==> config.mk <==
export PLATFORM = sky130hd
export DESIGN_NAME = score_counter_mc
export DESIGN_NICKNAME = d
export VERILOG_FILES = /design/src/rtl/score_pkg.sv /design/src/rtl/btn_edge_sync.sv /design/src/rtl/score_counter_mc.sv
export SDC_FILE = /design/constraint.sdc
export NUM_CORES = 1
export LEC_CHECK = 0
export CORE_UTILIZATION = 48
export DETAILED_ROUTE_END_ITERATION = 10
export GPL_TIMING_DRIVEN = 0
export HOLD_SLACK_MARGIN = 0.05
export PLACE_DENSITY = 0.75
export SLEW_MARGIN = 15
export SYNTH_ARGS = -nofsm -noshare
export SYNTH_HDL_FRONTEND = slang
export SYNTH_HIERARCHICAL = 1
export SYNTH_SLANG_ARGS = --single-unit
export TNS_END_PERCENT = 20
==> constraint.sdc <==
create_clock -name clk_i -period 2.1 [get_ports clk_i]
set_clock_uncertainty 0.2 [all_clocks]
set_input_delay 0.21 -clock clk_i [delete_from_list [all_inputs] [get_ports clk_i]]
set_output_delay 0.21 -clock clk_i [all_outputs]
set_load 0.05 [all_outputs]
==> src/rtl/score_pkg.sv <==
// Shared constants for the multi-channel score counter: default count
// geometry and the saturate/wrap policy encodings.
package score_pkg;

  localparam int DEF_BW      = 7;
  localparam int DEF_MAX_VAL = 99;

  localparam int MODE_SAT    = 0;
  localparam int MODE_WRAP   = 1;

endpackage

==> src/rtl/btn_edge_sync.sv <==
// One asynchronous button: SYNC_STAGES-deep synchroniser followed by a
// previous-value flop; rise_o pulses for one cycle per rising level.
module btn_edge_sync #(
  parameter int SYNC_STAGES = 2
) (
  input  logic clk_i,
  input  logic rst_ni,
  input  logic btn_i,
  output logic rise_o
);

  logic [SYNC_STAGES-1:0] sync_q;
  logic                   prev_q;

  always_ff @(posedge clk_i or negedge rst_ni) begin
    if (!rst_ni) begin
      sync_q <= '0;
      prev_q <= 1'b0;
    end else begin
      sync_q <= {sync_q[SYNC_STAGES-2:0], btn_i};
      prev_q <= sync_q[SYNC_STAGES-1];
    end
  end

  assign rise_o = sync_q[SYNC_STAGES-1] & ~prev_q;

endmodule

==> src/rtl/score_counter_mc.sv <==
// N_CH independent up/down score counters fed by synchronised, edge-detected
// buttons, with per-channel clear, global hold, limit pulses and an all-equal flag.
module score_counter_mc
  import score_pkg::*;
#(
  parameter int N_CH        = 2,
  parameter int BW          = DEF_BW,
  parameter int MAX_VAL     = DEF_MAX_VAL,
  parameter int WRAP        = MODE_SAT,
  parameter int SYNC_STAGES = 2
) (
  input  logic               clk_i,
  input  logic               rst_ni,
  input  logic [N_CH-1:0]    up_i,
  input  logic [N_CH-1:0]    down_i,
  input  logic [N_CH-1:0]    clr_i,
  input  logic               hold_i,
  output logic [N_CH*BW-1:0] count_o,
  output logic [N_CH-1:0]    limit_o,
  output logic               eq_o
);

  if (N_CH < 1 || SYNC_STAGES < 2 || BW < 1 || MAX_VAL < 0 ||
      longint'(MAX_VAL) >= (longint'(1) << BW)) begin : g_param_check
    $fatal(1, "score_counter_mc: illegal parameters N_CH=%0d BW=%0d MAX_VAL=%0d SYNC_STAGES=%0d",
           N_CH, BW, MAX_VAL, SYNC_STAGES);
  end

  localparam logic [BW-1:0] MAX_C = BW'(MAX_VAL);
  localparam logic [BW-1:0] ONE_C = BW'(1);

  logic [N_CH-1:0] up_rise;
  logic [N_CH-1:0] dn_rise;

  for (genvar c = 0; c < N_CH; c++) begin : g_ch
    logic [BW-1:0] cnt_q, cnt_d;
    logic          limit_q, limit_d;

    btn_edge_sync #(.SYNC_STAGES(SYNC_STAGES)) u_up (
      .clk_i  (clk_i),
      .rst_ni (rst_ni),
      .btn_i  (up_i[c]),
      .rise_o (up_rise[c])
    );

    btn_edge_sync #(.SYNC_STAGES(SYNC_STAGES)) u_dn (
      .clk_i  (clk_i),
      .rst_ni (rst_ni),
      .btn_i  (down_i[c]),
      .rise_o (dn_rise[c])
    );

    // Bounds are checked before the step, so the BW-bit add/sub never overflows.
    always_comb begin
      cnt_d   = cnt_q;
      limit_d = 1'b0;
      if (clr_i[c]) begin
        cnt_d = '0;
      end else if (!hold_i && (up_rise[c] != dn_rise[c])) begin
        if (up_rise[c]) begin
          if (cnt_q < MAX_C) begin
            cnt_d = cnt_q + ONE_C;
          end else begin
            limit_d = 1'b1;
            cnt_d   = (WRAP == MODE_WRAP) ? '0 : MAX_C;
          end
        end else begin
          if (cnt_q > '0) begin
            cnt_d = cnt_q - ONE_C;
          end else begin
            limit_d = 1'b1;
            cnt_d   = (WRAP == MODE_WRAP) ? MAX_C : '0;
          end
        end
      end
    end

    always_ff @(posedge clk_i or negedge rst_ni) begin
      if (!rst_ni) begin
        cnt_q   <= '0;
        limit_q <= 1'b0;
      end else begin
        cnt_q   <= cnt_d;
        limit_q <= limit_d;
      end
    end

    assign count_o[c*BW +: BW] = cnt_q;
    assign limit_o[c]          = limit_q;
  end

  always_comb begin
    eq_o = 1'b1;
    for (int c = 1; c < N_CH; c++) begin
      if (count_o[c*BW +: BW] != count_o[0 +: BW]) eq_o = 1'b0;
    end
  end

endmodule

==> results of run 1 <==
state kept, by name, summed over array words and instances, names as in the netlist:
signal	flops
g_ch.u_up/prev_q	2
g_ch.u_dn/sync_q	4
g_ch.u_dn/prev_q	2
g_ch.cnt_q	14
g_ch.u_up/sync_q	4
g_ch.limit_q	2
cells in the final DEF (no fill, tap or decap), drive strengths merged, types with 2 or more instances in the layout:
cell           Yosys  layout
nor2b              6       6
nand2b             2       2
nor4               3       3
nor2              10      10
and2               3       3
or2                6       6
a31oi              4       4
nor3               5       5
clkdlybuf4s50      0      19
a21boi             2       2
a21o               4       4
inv                7       7
xnor2              6       6
nand4              6       6
nor3b              2       2
a41oi              2       2
clkbuf             5       7
xor2               3       3
o22ai              3       3
a2111o             2       2
ha                 6       6
nand2             17      17
nand3             10      10
a22o               3       3
a21oi              8       8
buf               10      20
dfrtp             28      28
dlygate4sd2        0       4
o31ai              3       3
o21ai              9       9
final timing paths:
kind                                                  startpoint                               end  slack [ns]  cells past startpoint
worst max-delay path            g_ch[0].u_up/sync_q[1]$_DFF_PN0_      g_ch[0].cnt_q[3]$_DFFE_PN0P_        0.04                      7
worst min-delay path                                     up_i[0]  g_ch[0].u_up/sync_q[0]$_DFF_PN0_        0.09                      1
worst max register to register  g_ch[0].u_up/sync_q[1]$_DFF_PN0_      g_ch[0].cnt_q[3]$_DFFE_PN0P_        0.04                      7
worst min register to register  g_ch[1].u_up/sync_q[0]$_DFF_PN0_  g_ch[1].u_up/sync_q[1]$_DFF_PN0_        0.17                      0
max in group asynchronous                                 rst_ni      g_ch[1].cnt_q[1]$_DFFE_PN0P_        1.05                      2
min in group asynchronous                                 rst_ni      g_ch[0].cnt_q[4]$_DFFE_PN0P_        0.20                      2
per-layer routing:
layer / vias to the layer above / part of all wire (%) / track usage [%]
li1: 746 / - / -
met1: 755 / 47 / 32.90
met2: 60 / 46 / 33.93
met3: 4 / 5.8 / 1.838
met4: 0 / 0.85 / 8.140
met5: - / 0 / 0
final cells by class:
class / instances / area [µm²] / share of cell area, %
inverter: 7 / 26.28 / 1.181
clock buffer: 3 / 22.52 / 1.012
multi-input combinational: 138 / 999.7 / 44.94
buffer: 15 / 103.9 / 4.668
timing repair buffer: 33 / 304.0 / 13.67
sequential: 28 / 710.7 / 31.95
tap: 46 / 57.56 / 2.587
cell families (layout without fill, tap and decap cells):
family	Yosys count	count (layout)
multiplexers	2	2
buffers and inverters	22	58
AO/OA/AOI/OAI	49	49
XOR/XNOR	9	9
AND/OR/NAND/NOR	72	72
flip-flops	28	28
adder cells (fa/ha/maj)	6	6
what timing repair did:
action                                 CTS  global route
hold buffers                             1             0
setup endpoints to repair                6            10
gates resized for setup                 15            14
setup buffers                            1             6
gates cloned                             0             0
endpoints found under the hold margin   28             0
pin swaps                                2             8
worst max-delay path, cell delays in order (launching register included):
cell and delay (ns):
dfrtp_1 0.41, nor2b_4 0.12, clkbuf_4 0.19, xnor2_1 0.17, nor3_2 0.34, nand2_1 0.16, o31ai_2 0.25, a22o_1 0.17
power by group:
| group | internal, mW | total, mW | switching, mW |
|---|---|---|---|
| combinational | 0.298 | 0.728 | 0.430 |
| clock | 0.0674 | 0.225 | 0.158 |
| sequential | 0.581 | 0.615 | 0.0342 |
==> out/summary.txt, run 1 <==
status: finished clean
overall routing resource usage: 22.23%
initial core utilization: 51.17%
most frequent cell after synthesis: dfrtp_1
Syn Nets: 203
unrepaired setup endpoints after global routing: yes
largest net degree at the start of global routing: 29
Inserted Clock Buffers: 3
CP max FO: 10
Max-cap violations: 0
Post-Place Setup Slack: -0.2843 ns
Buffers on Ports: 25
Vias/cell: 5.796
chip width: 62.35 µm
WHS: 0.08987 ns
Avg Cell Area, Syn: 9.297 µm²
crit end category: register
Synth Area in Adders: 4.295%
share of cells above drive strength 1: 25.00%
Synth async-reset ratio: 100.0%
HP Class: in -> reg
top post-synthesis cells by area: dfrtp_1 40%, ha_1 4.3%, nand2_1 3.4%
post-synthesis xor/xnor area fraction: 4.510%
initial antenna violation count: 0
Post-Syn Area: 1748 µm²
peak supply drop: 0.2882 mV
Design Power: 1.568 mW
Tightest Pin Transition: 0.6060 ns
Placed Area: 2090 µm²
Yosys warning total: 6
P per Cell Area: 704.8 nW/µm²
Compound-Gate Fraction of Synth Area: 19.61%
sequential fraction of the synthesis area: 40.09%
final cell count without fillers: 270
Total Neg Setup Slack: 0 ns
first-pass GRT wire length: 6844 µm
area grow syn2layout: 27.27%
clk_lat worst skew: 0.33 ns
Final WS setup: 0.03846 ns
Post-Synth Simple-Gate Area: 24.27%
CTS Root Cell: clkbuf_4
vias in the first global route: 1512
EDFF count, synth: 0
synthesized instance count: 188
Pleak: 0.9838 nW
Die Area: 3887 µm²
ANT cells: 0
gp weighted congestion: 0.8604
fin nets: 241
Die Y: 62.35 µm
ys flop type: dfrtp_1
Num Clock Sinks: 28
H-tree depth: 1
Fin. Hold Viols: 0
Distinct cells, synth: 53
clk slew on worst S/H paths: 0.16 ns
DP Wirelength: 2855 µm
Final Cell Area: 2225 µm²
synth cell count leaders: 28 x dfrtp_1, 16 x nand2_1, 10 x nor2_1, 9 x nand3_1
grt ovf: 0
drt pass-1 iters: 4
final setup fails: 0
largest family of logic cells by synthesized area: simple AND/OR/NAND/NOR gates
multiplexer area fraction after synthesis: 1.217%
core area: 3416 µm²
Worst setup SP type: register
Row Count: 21
worst path required time: 2.18 ns
Setup CP Type: reg -> reg
First DRT Iteration DRCs: 78
via count: 1565
Worst EP arrival: 2.14 ns
wire per inst: 14.74 µm
Fmax: 0.4851 GHz
Core Util, Final: 65.13%
Routed WL: 3980 µm
biggest area consumer among synthesized cells: dfrtp_1
Post-DRT Antenna Nets: 0
register bit total from synthesis: 28
io pins: 26
minimum clock period: 2.062 ns
DR DRC count: 0
Synth top area share: 40.09%
max_slew headroom: 59.60%
CTS Buffer Depth: 2
Max Transition Viols Final: 0
Final period util: 98.17%
placed cells: 259
CTS tree: built
Layout fillers: 310
Power figures use the tool's default switching activity.
==> run 2: changes to the inputs <==
- CORE_MARGIN: default -> 4
- CTS_CLUSTER_DIAMETER: default -> 60
- RECOVER_POWER: default -> 100
==> run 2 against run 1 <==
Core utilization about the same. Fmax up 0.31%. Power down 1.0%. Final area about the same. Count of clock-buffer cells in the layout unchanged. Register-to-register slack about the same. Highest routed layer unchanged.
==> out/summary.txt, run 2 (synthesis gave the netlist of run 1 again) <==
status: finished clean
Worst setup SP type: register
Fin. Hold Viols: 0
met3 wire length: 277 µm
grt ovf: 0
Num Clock Sinks: 28
Placed Area: 2090 µm²
Post-DRT Antenna Nets: 0
area of the multi-input gates: 1005 µm²
Final period util: 97.87%
clk_lat worst skew: 0.32 ns
slowest CP cell: dfrtp_2
Critical R2R Launch: g_ch[1].cnt_q[1]$_DFFE_PN0P_
DR WL met2: 1874 µm
worst path required time: 2.17 ns
vias in the first global route: 1454
Inserted Clock Buffers: 3
DR DRC count: 0
most frequent cells in the layout: 20 x dfrtp_1, 16 x nand2_1, 11 x clkdlybuf4s50_1
Max-cap violations: 0
Design Power: 1.552 mW
crit end category: register
CP delay by family, top: simple AND/OR/NAND/NOR gates
crit-path cells: buf_8, inv_2, ha_2, nor3b_2, a211oi_2, nand2_2, buf_4, nor3b_2, a21o_1
Tightest Pin Transition: 0.6874 ns
Worst EP arrival: 2.12 ns
drt pass-1 iters: 4
gp weighted congestion: 0.9555
worst hold start: g_ch[1].u_up/sync_q[0]$_DFF_PN0_
final setup fails: 0
CTS Root Cell: clkbuf_4
via count: 1540
largest registers: g_ch.cnt_q: 14 flops, g_ch.u_dn/sync_q: 4 flops, g_ch.u_up/sync_q: 4 flops
H-tree depth: 1
Layout fillers: 277
CP max FO: 7
Die Area: 4671 µm²
CP Launch Point: g_ch[1].cnt_q[1]$_DFFE_PN0P_
Max Transition Viols Final: 0
flip-flop and latch area: 710.7 µm²
largest net degree at the start of global routing: 29
Row Count: 21
unrepaired setup endpoints after global routing: yes
overall routing resource usage: 18.99%
commonest non-fill, non-tap cell in the layout: dfrtp_1
Setup CP Type: reg -> reg
initial core utilization: 51.17%
CP max stage delay: 0.42 ns
Final Cell Area: 2223 µm²
chip width: 68.35 µm
CTS Buffer Depth: 2
io pins: 26
initial antenna violation count: 0
peak supply drop: 0.4022 mV
HP Class: reg -> reg
P per Cell Area: 697.8 nW/µm²
first-pass GRT wire length: 6741 µm
critical path's most frequent cell: nor3b_2
Fmax: 0.4866 GHz
WP buf/inv: 3
ANT cells: 0
wire per inst: 14.93 µm
Pleak: 0.9923 nW
max reg flops: 14
max_slew headroom: 54.17%
minimum clock period: 2.055 ns
Buffers on Ports: 25
Die Y: 68.35 µm
core area: 3416 µm²
CTS tree: built
Top Metal Used: met4
Total Neg Setup Slack: 0 ns
clk slew on worst S/H paths: 0.14 ns
fin nets: 240
DP Wirelength: 2839 µm
First DRT Iteration DRCs: 94
wl on met1: 1841 µm
Vias/cell: 5.725
Reg with most FFs: g_ch.cnt_q
Routed WL: 4016 µm
area grow syn2layout: 27.20%
share of cells above drive strength 1: 25.56%
run 2: changes by cell type in the layout (fill, tap and decap cells not counted), sizes merged:
cell,before,now
buf,20,17
clkbuf,7,9
clkdlybuf4s50,19,11
dlygate4sd3,1,9
run 2: stage by stage:
stage	setup slack [ns]	hold slack [ns]	std cells	util [%]
floorplan	-0.03058	-0.2856	188	-
global placement	-0.2500	0.1386	259	61.32
detailed placement	-0.2884	0.07338	259	61.17
CTS	-0.02408	0.09710	265	62.67
global route	-0.03687	0.1806	269	65.09
finish	0.04476	0.1692	269	65.09
run 2: worst paths after layout:
kind | end | slack (ns) | cells after the start
setup reg to reg | g_ch[1].cnt_q[2]$_DFFE_PN0P_ | 0.04 | 9
hold / removal | g_ch[1].u_up/sync_q[1]$_DFF_PN0_ | 0.17 | 0
setup / recovery | g_ch[1].cnt_q[2]$_DFFE_PN0P_ | 0.04 | 9
max in group asynchronous | g_ch[1].cnt_q[0]$_DFFE_PN0P_ | 0.97 | 2
hold reg to reg | g_ch[1].u_up/sync_q[1]$_DFF_PN0_ | 0.17 | 0
min in group asynchronous | g_ch[0].cnt_q[2]$_DFFE_PN0P_ | 0.25 | 2
run 2: timing repair:
| item | in CTS | in global routing |
|---|---|---|
| gates resized for setup | 13 | 17 |
| endpoints found under the hold margin | 28 | 0 |
| setup buffers | 2 | 4 |
| hold buffers | 1 | 0 |
| pin swaps | 3 | 6 |
| endpoints found under the setup margin | 7 | 5 |
run 2: report_power, final:
part / total, mW / leakage (nW) / internal [mW] / switching, mW
combinational: 0.719 / 0.631 / 0.286 / 0.433
sequential: 0.614 / 0.347 / 0.581 / 0.0336
clock: 0.219 / 0.0138 / 0.0671 / 0.151
total: 1.55 / 0.992 / 0.934 / 0.618
run 2: cell type report:
class	instances	area share [%]
repair buffers	32	13.34
multi-input cells	138	45.19
inverters	7	1.182
clock buffers	3	1.013
well taps	46	2.589
plain buffers	15	4.727
flip-flops and latches	28	31.96
run 2: per-layer routing:
metal	up-vias	GRT usage (%)
met2	65	30.69
met1	728	26.52
met5	-	0
met3	2	2.956
li1	745	-
met4	0	4.715
==> RTL change 1, RTL diff (settings of run 2) <==
The parameter `N_CH` goes from 2 to 1.
--- a/src/rtl/score_counter_mc.sv
+++ b/src/rtl/score_counter_mc.sv
@@ -5,3 +5,3 @@
 #(
-  parameter int N_CH        = 2,
+  parameter int N_CH        = 1,
   parameter int BW          = DEF_BW,
Interface: changed (5 resized); port bits go from 26 to 15. The function was not compared with the original's and may differ.
==> RTL change 1 against run 2 <==
Final area shrank 47%. Synthesized area down 50%. Power is 30% lower. Final cell count is 49% lower. Worst setup slack worse by 13 ps. Sequential cell count down 14. Routed wire length fell by 44%.
==> RTL change 1: results (changes against run 2) <==
Synth
  – Top cells by area, synth: dfrtp_1 (40%), ha_1 (4.3%), a32o_1 (3.4%) (was dfrtp_1 (40%), ha_1 (4.3%), nand2_1 (3.4%))
  – Post-synth net total: 100 (was 203)
  – Commonest cells in the netlist: dfrtp_1 (14), nor2_1 (8), o21ai_0 (6), nand2_1 (5) (was dfrtp_1 (28), nand2_1 (16), nor2_1 (10), nand3_1 (9))

Placement
  – Port buffer count: 13 (was 25)
  – Post-Place Setup Slack: -110 ps (was -288 ps)
  – Post-DP HPWL: 1430 um (was 2840 um)
  – Placed cells: 129 (was 259)

STA
  – Hold slack: 158 ps (was 169 ps)
  – Least-Margin Pin Slew: 608 ps (was 687 ps)

Cells and area
  – Nets: 123 (was 240)

Power
  – LEAKAGE: 0.473 nW (was 0.992 nW)
  – Combinational power share: 0.500 (was 0.463)
  – Clk. pwr: 0.200 mW (was 0.219 mW)

Drt
  – Met3 wire length: 139 um (was 277 um)
  – Met1 wire length: 961 um (was 1840 um)
  – Met2 wire length: 1090 um (was 1870 um)
  – Average wire per standard cell: 16.3 um (was 14.9 um)

Global route
  – M2 GR Usage: 0.280 (was 0.307)
  – Largest net degree at the start of global routing: 15 (was 29)
  – Gr usage total: 0.188 (was 0.190)

Status
  – Status: finished clean (unchanged)

Critical path
  – Register-to-Register Path Depth: 6 (was 9)
  – Reg-to-Reg Start: g_ch[0].u_up/sync_q[1] (was g_ch[1].cnt_q[1])
  – R2R Path End: count_o[1] (was g_ch[1].cnt_q[2])
  – Worst Path Max Fanout: 10 (was 7)
  – CP arrival: 2050 ps (was 2120 ps)
-- RTL change 1: kinds of logic (layout without fill, tap and decap cells) --
| kind of cell | after synthesis | after routing | share of synthesized area |
|---|---|---|---|
| AND/OR/NAND/NOR | 37 | 37 | 0.261 |
| AO/OA/AOI/OAI | 26 | 26 | 0.219 |
| flip-flops | 14 | 14 | 0.400 |
| other | 1 | 1 | 0.00428 |
| multiplexers | 1 | 1 | 0.0114 |
| buffers and inverters | 8 | 30 | 0.0514 |
| XOR/XNOR | 1 | 1 | 0.0100 |
| adder cells (fa/ha/maj) | 3 | 3 | 0.0429 |
-- RTL change 1: final cells by class --
type	count	area, um2
inverters	4	15.0
fillers	123	554
clock buffers	4	36.3
flip-flops and latches	14	355
repair buffers	18	168
well taps	25	31.3
plain buffers	4	30.0
multi-input cells	69	537
-- RTL change 1: what timing repair did --
action / CTS / global route
gates resized for setup: 3 / 6
pin swaps: 0 / 3
setup buffers: 2 / 3
hold buffers: 0 / 0
setup endpoints to repair: 6 / 6
==> RTL change 2, RTL diff (settings of run 2) <==
Made on the original files. Put one more register stage on the output `limit_o`, without a reset. The value now appears one clock later. The other outputs are not delayed to match.
--- a/src/rtl/score_counter_mc.sv
+++ b/src/rtl/score_counter_mc.sv
@@ -21,2 +21,4 @@
 );
+
+  logic [N_CH-1:0] limit_c;
 
@@ -88,3 +90,3 @@
     assign count_o[c*BW +: BW] = cnt_q;
-    assign limit_o[c]          = limit_q;
+    assign limit_c[c]          = limit_q;
   end
@@ -98,2 +100,6 @@
 
+  always_ff @(posedge clk_i) begin
+    limit_o <= limit_c;
+  end
+
 endmodule
Formal check against the unedited RTL: not equivalent (a bounded check fails within 4 cycles, from zero or initial values and one cycle with rst_ni low).
==> RTL change 2 against run 2 <==
The flow now finishes with violations (negative setup slack). Synthesized area rose by 6.9%. Worst hold slack got worse by 29 ps. Power rose by 14%. Worst setup slack got worse by 46 ps. Highest routed layer unchanged. Routed wire length rose by 2.5%. Critical endpoint is now g_ch[0].cnt_q[4]. Final area rose by 7.7%. Sequential cell count rose by 2.
==> RTL change 2: results (changes against run 2) <==
Cells and area
  – FF+latch area: 749 um2 (was 711 um2)
  – Count of non-CTS inverters in the layout: 6 (was 7)
  – Count of non-CTS buffers in the layout: 44 (was 47)
  – Multi-In Gates: 140 (was 138)
  – NonClk Buf Share: 0.156 (was 0.181)

Synth
  – Multiplexer fraction of the synthesized cell area: 0.0107 (was 0.0122)
  – Post-synth net total: 209 (was 203)
  – Post-Synth XOR/XNOR Area: 0.0469 (was 0.0451)
  – Top cells by area, synth: dfrtp_1 (37%), ha_1 (4.0%), xnor2_1 (3.3%) (was dfrtp_1 (40%), ha_1 (4.3%), nand2_1 (3.4%))
  – Commonest cells in the netlist: dfrtp_1 (28), nor2_1 (13), nand2_1 (12), o21ai_0 (9), buf_2 (8) (was dfrtp_1 (28), nand2_1 (16), nor2_1 (10), nand3_1 (9))
  – Post-synthesis compound-gate area fraction: 0.199 (was 0.196)

Clock network
  – Resized Gates After CTS: 12 (was 13)
  – Setup Buffers After CTS: 0 (was 2)
  – CTS root buf: clkbuf_8 (was clkbuf_4)

Critical path
  – Crit-path slowest cell: or4b_4 (was dfrtp_2)
  – CP delay by family, top: compound AO/OA/AOI/OAI gates (was simple AND/OR/NAND/NOR gates)

Floorplan
  – Num rows: 22 (was 21)

Power
  – Combinational power share: 0.366 (was 0.463)
  – Clk. pwr: 0.478 mW (was 0.219 mW)
  – Peak VDD IR: 0.000425 V (was 0.000402 V)

Drt
  – Starting DRT DRC Count: 91 (was 94)
  – Final WL: 4120 um (was 4020 um)
  – Via count: 1607 (was 1540)
  – Met1 wire length: 1830 um (was 1840 um)
  – Met2 wire length: 1970 um (was 1870 um)
  – Met3 wire length: 250 um (was 277 um)
  – Average wire per standard cell: 14.9 um (about the same)

STA
  – Setup slack after layout: -1.35 ps (was 44.8 ps)
  – Final setup violating endpoints: 1 (was 0)
  – Final setup TNS: -1.35 ps (was 0 ps)

Placement
  – Post-DP HPWL: 2990 um (was 2840 um)

Status
  – Status: finished, violations left (was finished clean)
  – Failing checks: negative setup slack

Global route
  – First-pass GRT wire length: 7150 um (was 6740 um)
  – Grt met1 use: 0.244 (was 0.265)
  – Met3 GRT Util: 0.0460 (was 0.0296)
RTL change 2: cell count changes after synthesis, sizes merged, moves of 5 or more:
| cell | before | now |
|---|---|---|
| nor4 | 3 | 8 |
| nand2 | 17 | 12 |
| a21oi | 8 | 3 |
| a2111oi | 0 | 7 |
| or3 | 1 | 6 |
| nand3 | 10 | 5 |
RTL change 2: path summary, 6_finish.rpt:
check / from / to / slack (ps)
hold reg to reg: g_ch[0].u_up/sync_q[0] / g_ch[0].u_up/sync_q[1] / 140
max in group asynchronous: rst_ni / g_ch[1].cnt_q[1] / 930
min in group asynchronous: rst_ni / g_ch[0].cnt_q[1] / 290
setup reg to reg: g_ch[0].cnt_q[0] / g_ch[0].cnt_q[4] / -1
setup / recovery: g_ch[0].cnt_q[0] / g_ch[0].cnt_q[4] / -1
hold / removal: g_ch[0].u_up/sync_q[0] / g_ch[0].u_up/sync_q[1] / 140
